<file path="src/rtl/timer_sequencer_if.sv">
// Timer register bus between the sequencer (master) and the timer block (slave).
// Latency: none, wires only. Backpressure: the slave stalls a write by holding t_rdy_ high.
// Signals: active-low strobes t_cs_/t_as_, t_rw (1 = read), t_addr, t_wr_data, t_rdy_, irq_in.
interface timer_sequencer_if;
   logic        t_cs_;
   logic        t_as_;
   logic        t_rw;
   logic [1:0]  t_addr;
   logic [31:0] t_wr_data;
   logic        t_rdy_;
   logic        irq_in;

   modport master (
      output t_cs_, t_as_, t_rw, t_addr, t_wr_data,
      input  t_rdy_, irq_in
   );

   modport slave (
      input  t_cs_, t_as_, t_rw, t_addr, t_wr_data,
      output t_rdy_, irq_in
   );
endinterface

</file>
<file path="src/rtl/timer_sequencer.sv">
// Programs a timer over its register bus, services its interrupts and runs stop sequences.
// Latency: first strobe the cycle after an accepted cmd_start; tick/done are registered, one cycle after the deciding edge.
// Backpressure: each write holds its state until t_rdy_ is seen low; commands that cannot be taken are dropped or deferred.
// Ports: clk, reset (sync, active-high); cmd_start/cmd_stop pulses; cfg_period/cfg_periodic
//        captured at start; busy/tick/done/event_cnt status; bus = timer register bus (master side).
module timer_sequencer (
   input  logic               clk,
   input  logic               reset,
   input  logic               cmd_start,
   input  logic               cmd_stop,
   input  logic [31:0]        cfg_period,
   input  logic               cfg_periodic,
   output logic               busy,
   output logic               tick,
   output logic               done,
   output logic [15:0]        event_cnt,
   timer_sequencer_if.master  bus
);

   typedef enum logic [2:0] {
      IDLE, W_EXPR, W_CNT, W_CTRL, RUN, CLR_IRQ, STOP_CTRL, STOP_CLR
   } state_t;

   localparam logic [1:0] A_CTRL = 2'd0;
   localparam logic [1:0] A_INTR = 2'd1;
   localparam logic [1:0] A_EXPR = 2'd2;
   localparam logic [1:0] A_CNT  = 2'd3;

   state_t      state, state_nxt;
   logic        issued, issued_nxt;        // strobe already sent for the current write
   logic        stop_pend, stop_pend_nxt;
   logic        periodic_q, periodic_nxt;
   logic [31:0] period_q, period_nxt;
   logic [15:0] cnt_q, cnt_nxt;
   logic        tick_q, tick_nxt;
   logic        done_q, done_nxt;

   logic wr_state;   // every state other than IDLE and RUN performs exactly one write
   logic issue;      // the single strobe cycle of that write
   logic wr_done;    // ready seen during the wait phase
   logic stop_seen;  // a stop arriving on the completing cycle still redirects

   assign wr_state  = (state != IDLE) && (state != RUN);
   assign issue     = wr_state && !issued;
   assign wr_done   = wr_state && issued && !bus.t_rdy_;
   assign stop_seen = stop_pend || cmd_stop;

   assign busy      = (state != IDLE);
   assign tick      = tick_q;
   assign done      = done_q;
   assign event_cnt = cnt_q;

   always_ff @(posedge clk) begin
      if (reset) begin
         state      <= IDLE;
         issued     <= 1'b0;
         stop_pend  <= 1'b0;
         periodic_q <= 1'b0;
         period_q   <= '0;
         cnt_q      <= '0;
         tick_q     <= 1'b0;
         done_q     <= 1'b0;
      end else begin
         state      <= state_nxt;
         issued     <= issued_nxt;
         stop_pend  <= stop_pend_nxt;
         periodic_q <= periodic_nxt;
         period_q   <= period_nxt;
         cnt_q      <= cnt_nxt;
         tick_q     <= tick_nxt;
         done_q     <= done_nxt;
      end
   end

   always_comb begin
      state_nxt     = state;
      stop_pend_nxt = stop_pend;
      period_nxt    = period_q;
      periodic_nxt  = periodic_q;
      cnt_nxt       = cnt_q;
      tick_nxt      = 1'b0;
      done_nxt      = 1'b0;
      // cleared on completion so the next write state starts with a fresh strobe
      issued_nxt    = wr_state && !wr_done;

      if (wr_state && cmd_stop)
         stop_pend_nxt = 1'b1;

      case (state)
         IDLE: begin
            if (cmd_start && !cmd_stop) begin
               period_nxt   = cfg_period;
               periodic_nxt = cfg_periodic;
               cnt_nxt      = '0;
               state_nxt    = W_EXPR;
            end
         end
         W_EXPR: if (wr_done) state_nxt = stop_seen ? STOP_CTRL : W_CNT;
         W_CNT:  if (wr_done) state_nxt = stop_seen ? STOP_CTRL : W_CTRL;
         W_CTRL: if (wr_done) state_nxt = stop_seen ? STOP_CTRL : RUN;
         RUN: begin
            // an expiry wins over a simultaneous stop; the stop is replayed after the clear
            if (bus.irq_in) begin
               tick_nxt  = 1'b1;
               cnt_nxt   = cnt_q + 16'd1;
               state_nxt = CLR_IRQ;
               if (cmd_stop)
                  stop_pend_nxt = 1'b1;
            end else if (cmd_stop) begin
               state_nxt = STOP_CTRL;
            end
         end
         CLR_IRQ: begin
            if (wr_done) begin
               if (stop_seen) begin
                  state_nxt = STOP_CTRL;
               end else if (!periodic_q) begin
                  done_nxt  = 1'b1;
                  state_nxt = IDLE;
               end else begin
                  state_nxt = RUN;
               end
            end
         end
         STOP_CTRL: if (wr_done) state_nxt = STOP_CLR;
         STOP_CLR: begin
            if (wr_done) begin
               done_nxt      = 1'b1;
               stop_pend_nxt = 1'b0;
               state_nxt     = IDLE;
            end
         end
         default: state_nxt = IDLE;
      endcase
   end

   // Bus is idle-valued everywhere except the one strobe cycle of each write.
   always_comb begin
      bus.t_cs_     = !issue;
      bus.t_as_     = !issue;
      bus.t_rw      = !issue;
      bus.t_addr    = A_CTRL;
      bus.t_wr_data = '0;
      if (issue) begin
         case (state)
            W_EXPR: begin
               bus.t_addr    = A_EXPR;
               bus.t_wr_data = period_q;
            end
            W_CNT:     bus.t_addr = A_CNT;
            W_CTRL: begin
               bus.t_addr    = A_CTRL;
               bus.t_wr_data = {30'd0, periodic_q, 1'b1};
            end
            CLR_IRQ:   bus.t_addr = A_INTR;
            STOP_CTRL: bus.t_addr = A_CTRL;
            STOP_CLR:  bus.t_addr = A_INTR;
            default:   bus.t_addr = A_CTRL;
         endcase
      end
   end

endmodule

</file>
<file path="src/flat_wrapper.sv">
// flat-port wrapper written by rule: the top's interface ports become plain ports
module timer_sequencer_flat 
  (clk, reset, cmd_start, cmd_stop, cfg_period, cfg_periodic, busy, tick, done, event_cnt, bus_t_cs_, bus_t_as_, bus_t_rw, bus_t_addr, bus_t_wr_data, bus_t_rdy_, bus_irq_in);
  timer_sequencer_if bus_i ();
  input  logic clk;
  input  logic reset;
  input  logic cmd_start;
  input  logic cmd_stop;
  input  logic [31:0] cfg_period;
  input  logic cfg_periodic;
  output logic busy;
  output logic tick;
  output logic done;
  output logic [15:0] event_cnt;
  output wire logic [$bits(bus_i.t_cs_)-1:0] bus_t_cs_;
  output wire logic [$bits(bus_i.t_as_)-1:0] bus_t_as_;
  output wire logic [$bits(bus_i.t_rw)-1:0] bus_t_rw;
  output wire logic [$bits(bus_i.t_addr)-1:0] bus_t_addr;
  output wire logic [$bits(bus_i.t_wr_data)-1:0] bus_t_wr_data;
  input wire logic [$bits(bus_i.t_rdy_)-1:0] bus_t_rdy_;
  input wire logic [$bits(bus_i.irq_in)-1:0] bus_irq_in;
  assign bus_t_cs_ = bus_i.t_cs_;
  assign bus_t_as_ = bus_i.t_as_;
  assign bus_t_rw = bus_i.t_rw;
  assign bus_t_addr = bus_i.t_addr;
  assign bus_t_wr_data = bus_i.t_wr_data;
  assign bus_i.t_rdy_ = bus_t_rdy_;
  assign bus_i.irq_in = bus_irq_in;
  timer_sequencer u_core (.clk(clk), .reset(reset), .cmd_start(cmd_start), .cmd_stop(cmd_stop), .cfg_period(cfg_period), .cfg_periodic(cfg_periodic), .busy(busy), .tick(tick), .done(done), .event_cnt(event_cnt), .bus(bus_i));
endmodule
</file>
<file path="config.mk">
export PLATFORM = sky130hd
export DESIGN_NAME = timer_sequencer_flat
export DESIGN_NICKNAME = d
export VERILOG_FILES = /design/src/rtl/timer_sequencer_if.sv /design/src/rtl/timer_sequencer.sv /design/src/flat_wrapper.sv
export SDC_FILE = /design/constraint.sdc
export NUM_CORES = 1
export LEC_CHECK = 0
export CAP_MARGIN = 30
export CORE_ASPECT_RATIO = 1.4
export CORE_UTILIZATION = 40
export DETAILED_ROUTE_END_ITERATION = 8
export PLACE_DENSITY = 0.76
export REMOVE_ABC_BUFFERS = 1
export SYNTH_ARGS = -nofsm -noshare
export SYNTH_HDL_FRONTEND = slang
export SYNTH_SLANG_ARGS = --single-unit
</file>
<file path="constraint.sdc">
create_clock -name clk -period 1.8 [get_ports clk]
set_input_delay 0.45 -clock clk [delete_from_list [all_inputs] [get_ports clk]]
set_output_delay 0.45 -clock clk [all_outputs]
set_load 0.01 [all_outputs]
</file>
* Word level (Yosys, flattened, before mapping)
Cells that the tools add are included.
** Operators by class
- Add/subtract/negate cells :: 1
- Mux-type cells :: 33
- Equal/unequal tests :: 17
- Bitwise gates (word level) :: 1
- Reduce and logical (&&, ||, !) cells :: 21
** Operators by type and width (number)
- one-hot mux 32 bit (2 select lines) :: 1
- 2-to-1 mux 3 bit :: 13
- 2-to-1 mux 16 bit :: 2
- 2-to-1 mux 32 bit :: 1
- one-hot mux 16 bit (2 select lines) :: 1
- one-hot mux 3 bit (8 select lines) :: 1
- adder 16 x 1 -> 16 bit, second input constant :: 1
- != test 2 x 1 -> 1 bit, second input constant :: 7
- equality test 3 bit, second input constant :: 4
- 2-to-1 mux 1 bit :: 9
- AND reduction 8 bit :: 1
- logical AND 1 bit :: 7
- equality test 3 x 2 -> 1 bit, second input constant :: 2
- != test 3 bit, second input constant :: 2
- one-hot mux 2 bit (3 select lines) :: 1
- logical NOT 1 bit :: 5
- 2-to-1 mux 2 bit :: 2
- one-hot mux 1 bit (2 select lines) :: 2
- OR reduction 2 bit :: 2
- equality test 3 x 1 -> 1 bit, second input constant :: 1
- logical NOT 3 bit :: 1
- AND reduction 3 bit :: 1
- nonzero test 3 bit :: 1
- != test 2 bit, second input constant :: 1
- other kinds (4) :: 4
** Storage, ports and cells
- Output and inout port bits :: 56
- Logic and storage cells :: 81
- Bits in registers :: 56
- Input port bits :: 39

* Depth between registers and ports, before layout
- Depth in word-level cells :: 7
- Depth in mapped cells :: 6
- Gate-level depth less buffers :: 5

* Worst setup path before layout
OpenSTA, ideal clock, no wires.
- Kind :: register -> output
- Start :: register u_core.state[0]
- End :: output port bus_t_wr_data[10]
- Stages on the path, launching flop included :: 6
- Path slack :: 0.043 ns
- Data required time :: 1.350 ns
- Path buffers :: 2
- Arrival :: 1.307 ns
- Cells stage by stage :: dfxtp_1 clkbuf_1 nand2_1 nor2_1 clkbuf_1 and2_1
** Between the ends
- Word-level cells in the longest chain between the ends :: 4
- Elaborated cells between the ends (all ways) :: 8
- Those cells by class :: 3 x eq/ne; 2 x mux; 3 x reduce/logical
** Ends and longest elaborated chain
- start, declared :: RTL line timer_sequencer.sv:29 : state_t state, state_nxt;
- start signal, assigned :: RTL line timer_sequencer.sv:64 : state <= state_nxt;
- parallel branches: the longest is 3 deep, another holds one-hot mux 32 bit (2 select lines)
- 2-to-1 mux 32 bit (*) :: RTL line timer_sequencer.sv:144 : if (issue) begin
- end, declared :: RTL line flat_wrapper.sv:19 : output wire logic [$bits(bus_i.t_wr_data)-1:0] bus_t_wr_data;
Every way passes the cells marked *.

* Final worst setup path
- Start :: register u_core.state[2]
- End :: output port bus_t_wr_data[5]
Same word-level chain as after synthesis.

==> reports/metrics.cfg <==
[synthesis]
synth_top_cells_by_count = nand2_1, dfxtp_1, a21oi_1, and2_1, clkbuf_1
yosysWarnings = 0
syn_inst = 326
synth_most_common_cell = nand2_1
async_reset_ff_frac = 0
synthFlopType = dfxtp_1
ys_top_cells_by_area = dfxtp_1, nand2_1, a21oi_1
syn_area_per_cell_um2 = 7.85
synth-seq-cells = 56
synth_top_area_cell = dfxtp_1
synth.yosys.seq_area_share = 0.438
syn-cell-area_um2 = 2560
yosysTopAreaCellShare = 0.438
synth-edff-count = 0
synth_cell_types = 42

[global_routing]
grt_max_degree = 34
grt_usage = 0.211
grt_pass1_wl_um = 11600
grt_pass1_vias = 2634
antenna_found_initial = 0
grt_overflow = 0

[critical_path]
cpMaxStageDelayCell = dfxtp_2
max_stage_delay_ns = 0.34
worstPathArrival_ns = 1.44
cp_max_fo = 8
crit_path_end_kind = primary output
cpMostUsedCell = buf_6
worstSetupStartpointType = register
crit_required_ns = 1.35
path_cells = nor2_2 > nand2_2 > nor2_4 > buf_6 > buf_16 > and2_4 > buf_6
critical_path_class = reg -> out

[pwr]
peakVddDrop_mv = 0.575
power_leakage_nw = 1.61
powerDensity_nw_per_um2 = 629
power_w = 0.00255

[floorplanning]
dieArea_um2 = 6730
start_util = 0.412
die_x_um = 69.6
rows = 34
io_pins = 95
die_h_um = 96.6
coreArea_um2 = 6210

[run_status]
status = complete, but fails checks
violations = setup timing

[timing]
setup_tns_ns = -2.02
fin_crit_sh = 1.05
slew_headroom = 0.805
setup_slack_ns = -0.0867
hold_viol = 0
tightest_slew_ns = 0.291
rsz0062_at_grt = yes
min_period_ns = 1.89
final_max_slew_viol_count = 0
fmax_mhz = 530
final-setup-viol-count = 32
skew_ns = 0.00924

[routing]
drc = 0
avgViaCountPerCell = 5.20
wl_um = 7260
drt_iter0_markers = 82
dr.pass1.iters = 4
antenna_left = 0
wl_per_cell_um = 14.0
vias = 2699

[clock_network]
clk_latency_ns = 0.31
clock_path_buffers = 2
cts_tree = done
htreeDepth = 2
holdBufCountCts = 0
cts_sinks = 56
cts_buffers = 5
clk_pin_slew_ns = 0.10
clockRootBuffer = clkbuf_8

[place]
portBuffers = 94
place_area_um2 = 3760
hpwl_um = 4750
place_congestion = 0.844

[hold_path]
min_path_type = reg -> reg

[final_layout]
stdcell_area_um2 = 4060
diodes = 0
synthToLayoutAreaGrowth_pct = 58.5
drive_above_1_share = 0.311
layout.nets = 486

[job]
max_cap_violations = 0

## where the power goes
group	internal, W	total, W	switching, W
Sequential	0.00129	0.00132	0.0000299
Combinational	0.000293	0.000534	0.000241
Clock	0.000279	0.000699	0.000420
## cell families (layout without fill, tap and decap cells)
| kind of cell | Yosys count | count (layout) | synth area share |
|---|---|---|---|
| XOR/XNOR | 5 | 5 | 0.0171 |
| flip-flops | 56 | 56 | 0.438 |
| AO/OA/AOI/OAI | 74 | 74 | 0.168 |
| buffers and inverters | 29 | 150 | 0.0494 |
| AND/OR/NAND/NOR | 158 | 158 | 0.310 |
| multiplexers | 2 | 2 | 0.00831 |
| adder cells (fa/ha/maj) | 2 | 2 | 0.00880 |
## final timing paths
| path | to | cells after the start | from | slack (ns) |
|---|---|---|---|---|
| worst min register to register | u_core.period_q[17] | 2 | u_core.period_q[17] | 0.46 |
| worst max register to register | u_core.event_cnt[12] | 7 | u_core.state[2] | 0.01 |
| worst max-delay path | bus_t_wr_data[5] | 7 | u_core.state[2] | -0.09 |
| worst min-delay path | u_core.period_q[17] | 2 | u_core.period_q[17] | 0.46 |
## critical path, delay by kind of cell (launching register included)
kind | cells | cell delay, ns
simple gates | 4 | 0.43
buf+inv | 3 | 0.36
flops | 1 | 0.34
## area by class of cell
| class | instances | area [um2] |
|---|---|---|
| Sequential cell | 56 | 1140 |
| Timing Repair Buffer | 138 | 1300 |
| Inverter | 4 | 15.0 |
| Tap cell | 72 | 90.1 |
| Clock buffer | 6 | 72.6 |
| Clock inverter | 2 | 13.8 |
| Fill cell | 502 | 2150 |
| Multi-Input combinational cell | 241 | 1430 |
## what timing repair did
item | in CTS | in global routing
hold endpoints to repair | 0 | 0
gates resized for setup | 198 | 34
endpoints found under the setup margin | 62 | 90
pin swaps | 23 | 13
buffers inserted | 7 | 3
gates cloned | 2 | 1
## through the flow
stage	setup WS, ns	instances	hold slack [ns]	utilization
final	-0.0867	519	0.459	0.653
after floorplan	-0.191	301	0.426	-
after global routing	-0.148	519	0.480	0.653
after CTS	-0.0983	516	0.458	0.634
after detailed placement	-0.421	499	0.443	0.605
after global placement	-0.347	499	0.437	0.605
## cell usage in the layout (no fill, tap or decap), drive strengths merged, types with 7 or more instances in the layout
cell	count
buf	79
nand2	76
dfxtp	56
clkdlybuf4s50	53
a21oi	48
and2	32
nor2	15
o21ai	11
clkbuf	9
or3	7
## registers in the layout, indices dropped and copies added, names as in the netlist
register and count:
u_core.periodic_q 1, u_core.tick 1, u_core.period_q 32, u_core.event_cnt 16, u_core.done 1, u_core.issued 1, u_core.state 3, u_core.stop_pend 1
## metal layers
layer	track usage	vias up	wire length [um]
li1	-	1338	-
met1	0.229	1270	2790
met2	0.368	80	3760
met3	0.0740	11	548
met4	0.0848	0	161
met5	0	-	0
No activity file was read; power rests on OpenSTA's default activity.
